## src/rtl/hssi_rst_pkg.sv

```systemverilog
// Shared types and sizing helpers for the HSSI reset responder.
// The lane state encoding is also exported so the parent can detect all-lanes-acked.
package hssi_rst_pkg;

    typedef enum logic [1:0] {
        IDLE     = 2'd0,
        HOLD     = 2'd1,
        ACKED    = 2'd2,
        WAIT_RDY = 2'd3
    } rst_lane_state_t;

    localparam int DEF_HOLD_CYC    = 32;
    localparam int DEF_TIMEOUT_CYC = 4096;

    // One counter serves both hold and ready-timeout, so it is sized for the larger.
    function automatic int cnt_width(input int hold_cyc, input int timeout_cyc);
        int m;
        m = (hold_cyc > timeout_cyc) ? hold_cyc : timeout_cyc;
        return (m < 2) ? 1 : $clog2(m);
    endfunction

endpackage

```

## src/rtl/hssi_rst_responder_if.sv

```systemverilog
// Reset request/ack bundle between the HSSI wrapper CSRs and the reset responder.
// master = requester side (CSR block), slave = responder.
interface hssi_rst_responder_if #(
    parameter int NUM_CH = 16
);
    logic [NUM_CH-1:0] i_tx_rst;
    logic [NUM_CH-1:0] i_rx_rst;
    logic              i_cold_rst;
    logic [NUM_CH-1:0] i_tx_ready;
    logic [NUM_CH-1:0] i_rx_ready;
    logic [NUM_CH-1:0] o_tx_rst_ack;
    logic [NUM_CH-1:0] o_rx_rst_ack;
    logic              o_cold_rst_ack;
    logic [NUM_CH-1:0] o_tx_reset;
    logic [NUM_CH-1:0] o_rx_reset;
    logic [NUM_CH-1:0] o_tx_timeout;
    logic [NUM_CH-1:0] o_rx_timeout;

    modport master (
        output i_tx_rst, i_rx_rst, i_cold_rst, i_tx_ready, i_rx_ready,
        input  o_tx_rst_ack, o_rx_rst_ack, o_cold_rst_ack,
        input  o_tx_reset, o_rx_reset, o_tx_timeout, o_rx_timeout
    );

    modport slave (
        input  i_tx_rst, i_rx_rst, i_cold_rst, i_tx_ready, i_rx_ready,
        output o_tx_rst_ack, o_rx_rst_ack, o_cold_rst_ack,
        output o_tx_reset, o_rx_reset, o_tx_timeout, o_rx_timeout
    );
endinterface

```

## src/rtl/hssi_rst_lane_fsm.sv

```systemverilog
// One lane of the reset handshake: hold reset >= HOLD_CYC, then wait for synchronized ready.
// Outputs decode directly from the state register; reset follows req by one edge.
module hssi_rst_lane_fsm
    import hssi_rst_pkg::*;
#(
    parameter int HOLD_CYC    = DEF_HOLD_CYC,
    parameter int TIMEOUT_CYC = DEF_TIMEOUT_CYC
) (
    input  logic            clk,
    input  logic            rst_n,
    input  logic            req_i,
    input  logic            ready_async_i,
    output logic            reset_o,
    output logic            ack_o,
    output logic            timeout_o,
    output rst_lane_state_t state_o
);
    localparam int            CW        = cnt_width(HOLD_CYC, TIMEOUT_CYC);
    localparam logic [CW-1:0] HOLD_LAST = CW'(HOLD_CYC - 1);
    localparam logic [CW-1:0] TO_LAST   = CW'(TIMEOUT_CYC - 1);

    rst_lane_state_t state_q, state_d;
    logic [CW-1:0]   cnt_q, cnt_d;
    logic            timeout_q, timeout_d;
    logic            rdy_meta_q, rdy_sync_q;

    always_ff @(posedge clk) begin
        if (!rst_n) begin
            state_q    <= IDLE;
            cnt_q      <= '0;
            timeout_q  <= 1'b0;
            rdy_meta_q <= 1'b0;
            rdy_sync_q <= 1'b0;
        end else begin
            state_q    <= state_d;
            cnt_q      <= cnt_d;
            timeout_q  <= timeout_d;
            rdy_meta_q <= ready_async_i;
            rdy_sync_q <= rdy_meta_q;
        end
    end

    always_comb begin
        state_d   = state_q;
        cnt_d     = cnt_q;
        timeout_d = timeout_q;
        case (state_q)
            IDLE: begin
                if (req_i) begin
                    state_d   = HOLD;
                    cnt_d     = '0;
                    timeout_d = 1'b0;
                end
            end
            // Request is ignored here: the hold time always runs to completion.
            HOLD: begin
                if (cnt_q == HOLD_LAST) begin
                    state_d = ACKED;
                    cnt_d   = '0;
                end else begin
                    cnt_d = cnt_q + CW'(1);
                end
            end
            ACKED: begin
                if (!req_i) begin
                    state_d = WAIT_RDY;
                    cnt_d   = '0;
                end
            end
            WAIT_RDY: begin
                if (req_i) begin
                    state_d   = HOLD;
                    cnt_d     = '0;
                    timeout_d = 1'b0;
                end else if (rdy_sync_q) begin
                    state_d = IDLE;
                    cnt_d   = '0;
                end else if (cnt_q == TO_LAST) begin
                    state_d   = IDLE;
                    cnt_d     = '0;
                    timeout_d = 1'b1;
                end else begin
                    cnt_d = cnt_q + CW'(1);
                end
            end
            default: begin
                state_d = IDLE;
                cnt_d   = '0;
            end
        endcase
    end

    assign reset_o   = (state_q == HOLD) || (state_q == ACKED);
    assign ack_o     = (state_q == ACKED) || (state_q == WAIT_RDY);
    assign timeout_o = timeout_q;
    assign state_o   = state_q;

endmodule

```

## src/rtl/hssi_rst_responder.sv

```systemverilog
// HSSI per-channel reset responder: 2*NUM_CH lane FSMs plus the cold-reset acknowledge.
// Cold ack registers one edge after every lane is in ACKED and drops one edge after cold clears.
module hssi_rst_responder
    import hssi_rst_pkg::*;
#(
    parameter int NUM_CH      = 16,
    parameter int HOLD_CYC    = DEF_HOLD_CYC,
    parameter int TIMEOUT_CYC = DEF_TIMEOUT_CYC
) (
    input  logic                 clk,
    input  logic                 rst_n,
    hssi_rst_responder_if.slave  bus
);
    localparam int NLANE = 2 * NUM_CH;

    // Lanes [NUM_CH-1:0] are TX, [NLANE-1:NUM_CH] are RX.
    logic [NLANE-1:0] lane_req;
    logic [NLANE-1:0] lane_rdy;
    logic [NLANE-1:0] lane_reset;
    logic [NLANE-1:0] lane_ack;
    logic [NLANE-1:0] lane_to;
    logic [NLANE-1:0] lane_acked;
    logic             cold_ack_q, cold_ack_d;

    assign lane_req = {bus.i_rx_rst, bus.i_tx_rst} | {NLANE{bus.i_cold_rst}};
    assign lane_rdy = {bus.i_rx_ready, bus.i_tx_ready};

    for (genvar g = 0; g < NLANE; g++) begin : g_lane
        rst_lane_state_t lane_state;

        hssi_rst_lane_fsm #(
            .HOLD_CYC    (HOLD_CYC),
            .TIMEOUT_CYC (TIMEOUT_CYC)
        ) u_lane (
            .clk           (clk),
            .rst_n         (rst_n),
            .req_i         (lane_req[g]),
            .ready_async_i (lane_rdy[g]),
            .reset_o       (lane_reset[g]),
            .ack_o         (lane_ack[g]),
            .timeout_o     (lane_to[g]),
            .state_o       (lane_state)
        );

        assign lane_acked[g] = (lane_state == ACKED);
    end

    assign cold_ack_d = bus.i_cold_rst & (&lane_acked);

    always_ff @(posedge clk) begin
        if (!rst_n) begin
            cold_ack_q <= 1'b0;
        end else begin
            cold_ack_q <= cold_ack_d;
        end
    end

    assign bus.o_tx_reset     = lane_reset[NUM_CH-1:0];
    assign bus.o_rx_reset     = lane_reset[NLANE-1:NUM_CH];
    assign bus.o_tx_rst_ack   = lane_ack[NUM_CH-1:0];
    assign bus.o_rx_rst_ack   = lane_ack[NLANE-1:NUM_CH];
    assign bus.o_tx_timeout   = lane_to[NUM_CH-1:0];
    assign bus.o_rx_timeout   = lane_to[NLANE-1:NUM_CH];
    assign bus.o_cold_rst_ack = cold_ack_q;

endmodule

```

## src/flat_wrapper.sv

```systemverilog
// flat-port wrapper written by rule: the top's interface ports become plain ports
module hssi_rst_responder_flat import hssi_rst_pkg::*;
#(
    parameter int NUM_CH      = 16,
    parameter int HOLD_CYC    = DEF_HOLD_CYC,
    parameter int TIMEOUT_CYC = DEF_TIMEOUT_CYC
)
  (clk, rst_n, bus_i_tx_rst, bus_i_rx_rst, bus_i_cold_rst, bus_i_tx_ready, bus_i_rx_ready, bus_o_tx_rst_ack, bus_o_rx_rst_ack, bus_o_cold_rst_ack, bus_o_tx_reset, bus_o_rx_reset, bus_o_tx_timeout, bus_o_rx_timeout);
  hssi_rst_responder_if #(.NUM_CH(NUM_CH)) bus_i ();
  input  logic clk;
  input  logic rst_n;
  input wire logic [$bits(bus_i.i_tx_rst)-1:0] bus_i_tx_rst;
  input wire logic [$bits(bus_i.i_rx_rst)-1:0] bus_i_rx_rst;
  input wire logic [$bits(bus_i.i_cold_rst)-1:0] bus_i_cold_rst;
  input wire logic [$bits(bus_i.i_tx_ready)-1:0] bus_i_tx_ready;
  input wire logic [$bits(bus_i.i_rx_ready)-1:0] bus_i_rx_ready;
  output wire logic [$bits(bus_i.o_tx_rst_ack)-1:0] bus_o_tx_rst_ack;
  output wire logic [$bits(bus_i.o_rx_rst_ack)-1:0] bus_o_rx_rst_ack;
  output wire logic [$bits(bus_i.o_cold_rst_ack)-1:0] bus_o_cold_rst_ack;
  output wire logic [$bits(bus_i.o_tx_reset)-1:0] bus_o_tx_reset;
  output wire logic [$bits(bus_i.o_rx_reset)-1:0] bus_o_rx_reset;
  output wire logic [$bits(bus_i.o_tx_timeout)-1:0] bus_o_tx_timeout;
  output wire logic [$bits(bus_i.o_rx_timeout)-1:0] bus_o_rx_timeout;
  assign bus_i.i_tx_rst = bus_i_tx_rst;
  assign bus_i.i_rx_rst = bus_i_rx_rst;
  assign bus_i.i_cold_rst = bus_i_cold_rst;
  assign bus_i.i_tx_ready = bus_i_tx_ready;
  assign bus_i.i_rx_ready = bus_i_rx_ready;
  assign bus_o_tx_rst_ack = bus_i.o_tx_rst_ack;
  assign bus_o_rx_rst_ack = bus_i.o_rx_rst_ack;
  assign bus_o_cold_rst_ack = bus_i.o_cold_rst_ack;
  assign bus_o_tx_reset = bus_i.o_tx_reset;
  assign bus_o_rx_reset = bus_i.o_rx_reset;
  assign bus_o_tx_timeout = bus_i.o_tx_timeout;
  assign bus_o_rx_timeout = bus_i.o_rx_timeout;
  hssi_rst_responder #(.NUM_CH(NUM_CH), .HOLD_CYC(HOLD_CYC), .TIMEOUT_CYC(TIMEOUT_CYC)) u_core (.clk(clk), .rst_n(rst_n), .bus(bus_i));
endmodule
```

## config.mk

```make
export PLATFORM = sky130hd
export DESIGN_NAME = hssi_rst_responder_flat
export DESIGN_NICKNAME = d
export VERILOG_FILES = /design/src/rtl/hssi_rst_pkg.sv /design/src/rtl/hssi_rst_responder_if.sv /design/src/rtl/hssi_rst_lane_fsm.sv /design/src/rtl/hssi_rst_responder.sv /design/src/flat_wrapper.sv
export SDC_FILE = /design/constraint.sdc
export NUM_CORES = 2
export LEC_CHECK = 0
export ABC_AREA = 1
export BUFFER_PORTS_ARGS = -buffer_cell sky130_fd_sc_hd__buf_2
export CORE_ASPECT_RATIO = 0.5
export CORE_MARGIN = 1.5
export CORE_UTILIZATION = 55
export CTS_CLUSTER_SIZE = 12
export DETAILED_ROUTE_END_ITERATION = 8
export PLACE_DENSITY = 0.81
export SKIP_CTS_REPAIR_TIMING = 1
export SLEW_MARGIN = 10
export SYNTH_ARGS = -nofsm -noshare
export SYNTH_HDL_FRONTEND = slang
export SYNTH_HIERARCHICAL = 1
export SYNTH_SLANG_ARGS = --single-unit
```

## constraint.sdc

```tcl
create_clock -name clk -period 4.9 [get_ports clk]
set_clock_uncertainty 0.05 [all_clocks]
set_input_delay 0.98 -clock clk [delete_from_list [all_inputs] [get_ports clk]]
set_output_delay 0.98 -clock clk [all_outputs]
set_load 0.01 [all_outputs]
```

==> qor.json <==
{
  "status": {
    "status": "complete, no violations"
  },
  "worst_setup_path": {
    "setup.worst_path.start_class": "flip-flop",
    "worstPathMaxFanout": 5,
    "cp_data_arrival_time_ns": 1.79,
    "crit_path_end_kind": "output pin",
    "cp_class": "flip-flop to output pin",
    "critPathRequiredTime_ns": 3.87
  },
  "clock_tree": {
    "cts.reportedPaths.clkPinSlew_ns": 0.06,
    "clk-insertion-delay-late_ns": 0.59,
    "tritoncts.num_buffers": 53,
    "htreeDepth": 2,
    "clock-root-buffer": "sky130_fd_sc_hd__clkbuf_16",
    "clock_sinks": 545,
    "tritoncts": "built",
    "cts_buffer_depth": 3
  },
  "synth": {
    "synth_adder_area_share_pct": 5.94,
    "ys.warnings.count": 6,
    "yosys.area.top_type_share_pct": 32.4,
    "syn_inst": 4970,
    "synthDominantAreaCellType": "sky130_fd_sc_hd__dfxtp_1",
    "synth_seq_cells": 545,
    "main_combinational_cell_family_by_area_after_synthesis": "simple AND/OR/NAND/NOR gates",
    "syn-cell-area_um2": 33700,
    "synthFlopType": "sky130_fd_sc_hd__dfxtp_1",
    "synthArstFlopShare_pct": 0,
    "synth_xor_area_share_pct": 2.00,
    "synth_compound_gate_area_share_pct": 10.4,
    "synth_mux_area_share_pct": 0,
    "synth.distinct_cells": 37,
    "synth.net_count": 5197,
    "synth_area_leaders": "sky130_fd_sc_hd__dfxtp_1, sky130_fd_sc_hd__nand2_1, sky130_fd_sc_hd__inv_1",
    "seq_area_frac_synth_pct": 32.4,
    "synth-edff-count": 0,
    "synth_simple_gate_area_share_pct": 40.5,
    "average_size_of_a_mapped_cell_um2": 6.78
  },
  "global_routing": {
    "globalRouteOverflowTotal": 0,
    "grt_max_degree": 126,
    "grt_first_pass_wirelength_um": 127000,
    "grt_pass1_vias": 28800,
    "antenna_found_initial": 0,
    "gr-usage-all-layers_pct": 23.0
  },
  "floorplanning": {
    "initial_core_util_pct": 56.2,
    "floorplan.die_area_um2": 62800,
    "die_h_um": 178,
    "fp.coreArea_um2": 59900,
    "design.portCount": 164,
    "core.rowCount": 63,
    "overall_die_width_um": 353
  },
  "placement": {
    "globalplace.congestion": 0.924,
    "io_buffer_count": 163,
    "placement.setup.worst_slack_ns": 1.61,
    "placedCellCount": 5881,
    "dp.final_hpwl_um": 53600
  },
  "routing": {
    "dr_wl_met3_um": 2820,
    "drt-wirelength-per-cell_um": 12.4,
    "highest_metal_layer_with_signal_wires": "met4",
    "drt-initial-drc-count": 1820,
    "route.met2.wl_um": 35800,
    "via_total_after_detailed_routing": 31000,
    "number_of_nets_with_antenna_violations_after_detailed_routing": 0,
    "wirelength_um": 74100,
    "drt-met1-wl_um": 33600,
    "drtPass1Iterations": 6,
    "route.detailed.vias_per_inst": 5.21,
    "post-route-drc-count": 0
  },
  "finish": {
    "utilization_pct": 61.2,
    "commonest_cells_after_routing_fill_and_taps_aside": "sky130_fd_sc_hd__nand2_1, sky130_fd_sc_hd__inv_1, sky130_fd_sc_hd__nor2_1, sky130_fd_sc_hd__dfxtp_1, sky130_fd_sc_hd__nand3_1",
    "area_growth_synth_to_finish_pct": 8.77,
    "share_of_final_layout_standard_cells_stronger_than_drive_strength_1_pct": 15.2,
    "final_net_count": 5351,
    "final_common_cell": "sky130_fd_sc_hd__nand2_1",
    "post_layout_nonfiller_instances": 5955
  },
  "sta": {
    "setup_total_negative_slack_ns": 0,
    "final_hold_viol_count": 0,
    "timing.final.max_slew_violations": 0,
    "postLayoutSetupSlackWorst_ns": 2.08,
    "grt_setup_unrepaired": "false",
    "post-route-period-util_pct": 57.6,
    "worst_slew_pin_slew_ns": 1.19,
    "relative_slew_slack_pct": 20.5,
    "finalSetupViolCount": 0,
    "max_freq_mhz": 354,
    "finalCriticalPeriod_ns": 2.82
  },
  "power": {
    "maximum_vdd_drop_mv": 0.294,
    "power.static_leakage_nw": 14.5,
    "power.density_cell_area_nw_per_um2": 377
  },
  "hold_path": {
    "min-delay-path-class": "flip-flop to flip-flop"
  },
  "run": {
    "number_of_max_cap_violations": 0
  }
}
path summary, 6_finish.rpt:
| kind | depth (start not counted) | slack, ns | start | endpoint |
|---|---|---|---|---|
| setup / recovery | 4 | 2.08 | u_core/g_lane[6].u_lane/state_o[0] | bus_o_tx_rst_ack[6] |
| hold / removal | 2 | 0.36 | u_core/g_lane[8].u_lane/rdy_meta_q | u_core/g_lane[8].u_lane/rdy_sync_q |
| setup reg to reg | 9 | 2.96 | u_core/g_lane[26].u_lane/state_o[1] | u_core/g_lane[26].u_lane/cnt_q[10] |
| hold reg to reg | 2 | 0.36 | u_core/g_lane[8].u_lane/rdy_meta_q | u_core/g_lane[8].u_lane/rdy_sync_q |
registers in the layout, indices dropped and copies added, names as in the netlist:
register and flops:
u_core/bus.o_cold_rst_ack 1, u_core/g_lane.u_lane/state_o 64, u_core/g_lane.u_lane/cnt_q 384, u_core/g_lane.u_lane/rdy_meta_q 32, u_core/g_lane.u_lane/timeout_o 32, u_core/g_lane.u_lane/rdy_sync_q 32
kinds of logic (layout without fill, tap and decap cells):
group / after synthesis / after routing
flip-flops: 545 / 545
AO/OA/AOI/OAI: 653 / 653
XOR/XNOR: 77 / 77
buffers and inverters: 746 / 918
AND/OR/NAND/NOR: 2789 / 2789
adder cells (fa/ha/maj): 160 / 160
other: 0 / 1
layout make-up:
cell class | count | area [um2]
diodes | 1 | 2.50
clock buffers | 69 | 1410
clock inverters | 4 | 45.0
fillers | 5361 | 23300
inverters | 679 | 2550
multi-input cells | 3679 | 19800
flip-flops and latches | 545 | 10900
well taps | 812 | 1020
repair buffers | 166 | 873
Yosys cell counts, types with 45 or more instances:
library cell and instances:
sky130_fd_sc_hd__nor2_4 92, sky130_fd_sc_hd__nand2_2 176, sky130_fd_sc_hd__nor2_1 565, sky130_fd_sc_hd__or2_2 64, sky130_fd_sc_hd__nand3_1 437, sky130_fd_sc_hd__nand4_1 72
sky130_fd_sc_hd__ha_1 160, sky130_fd_sc_hd__xor2_1 45, sky130_fd_sc_hd__inv_1 655, sky130_fd_sc_hd__o21ai_0 165, sky130_fd_sc_hd__nor2_2 64, sky130_fd_sc_hd__nand3_2 84
sky130_fd_sc_hd__dfxtp_1 545, sky130_fd_sc_hd__a21oi_1 360, sky130_fd_sc_hd__nand2_1 1139
critical path, cell delays in order (launching register included):
cell and delay [ns]:
sky130_fd_sc_hd__dfxtp_1 0.42, sky130_fd_sc_hd__inv_1 0.13, sky130_fd_sc_hd__ha_1 0.24, sky130_fd_sc_hd__or2_2 0.27
sky130_fd_sc_hd__buf_2 0.15
metrics by stage:
step	cell area [um2]	power, mW	hold slack [ns]
after floorplan	33700	8.98	0.340
after global placement	35200	9.98	0.341
after detailed placement	35200	10.1	0.346
after CTS	36600	13.9	0.361
after global routing	36600	14.8	0.379
final	36600	13.8	0.359
report_power, final:
part | total (mW) | internal [mW] | leakage [nW] | switching [mW]
sequential | 5.06 | 4.73 | 4.42 | 0.325
combinational | 5.03 | 1.68 | 9.32 | 3.35
clock | 3.72 | 2.03 | 0.710 | 1.69
per-layer routing:
layer	track usage (%)	up-vias
met5	0	-
met4	7.53	0
met3	2.75	134
met2	41.6	562
met1	28.6	14100
li1	-	16200
Note: power is estimated with default switching activity, not from simulation.
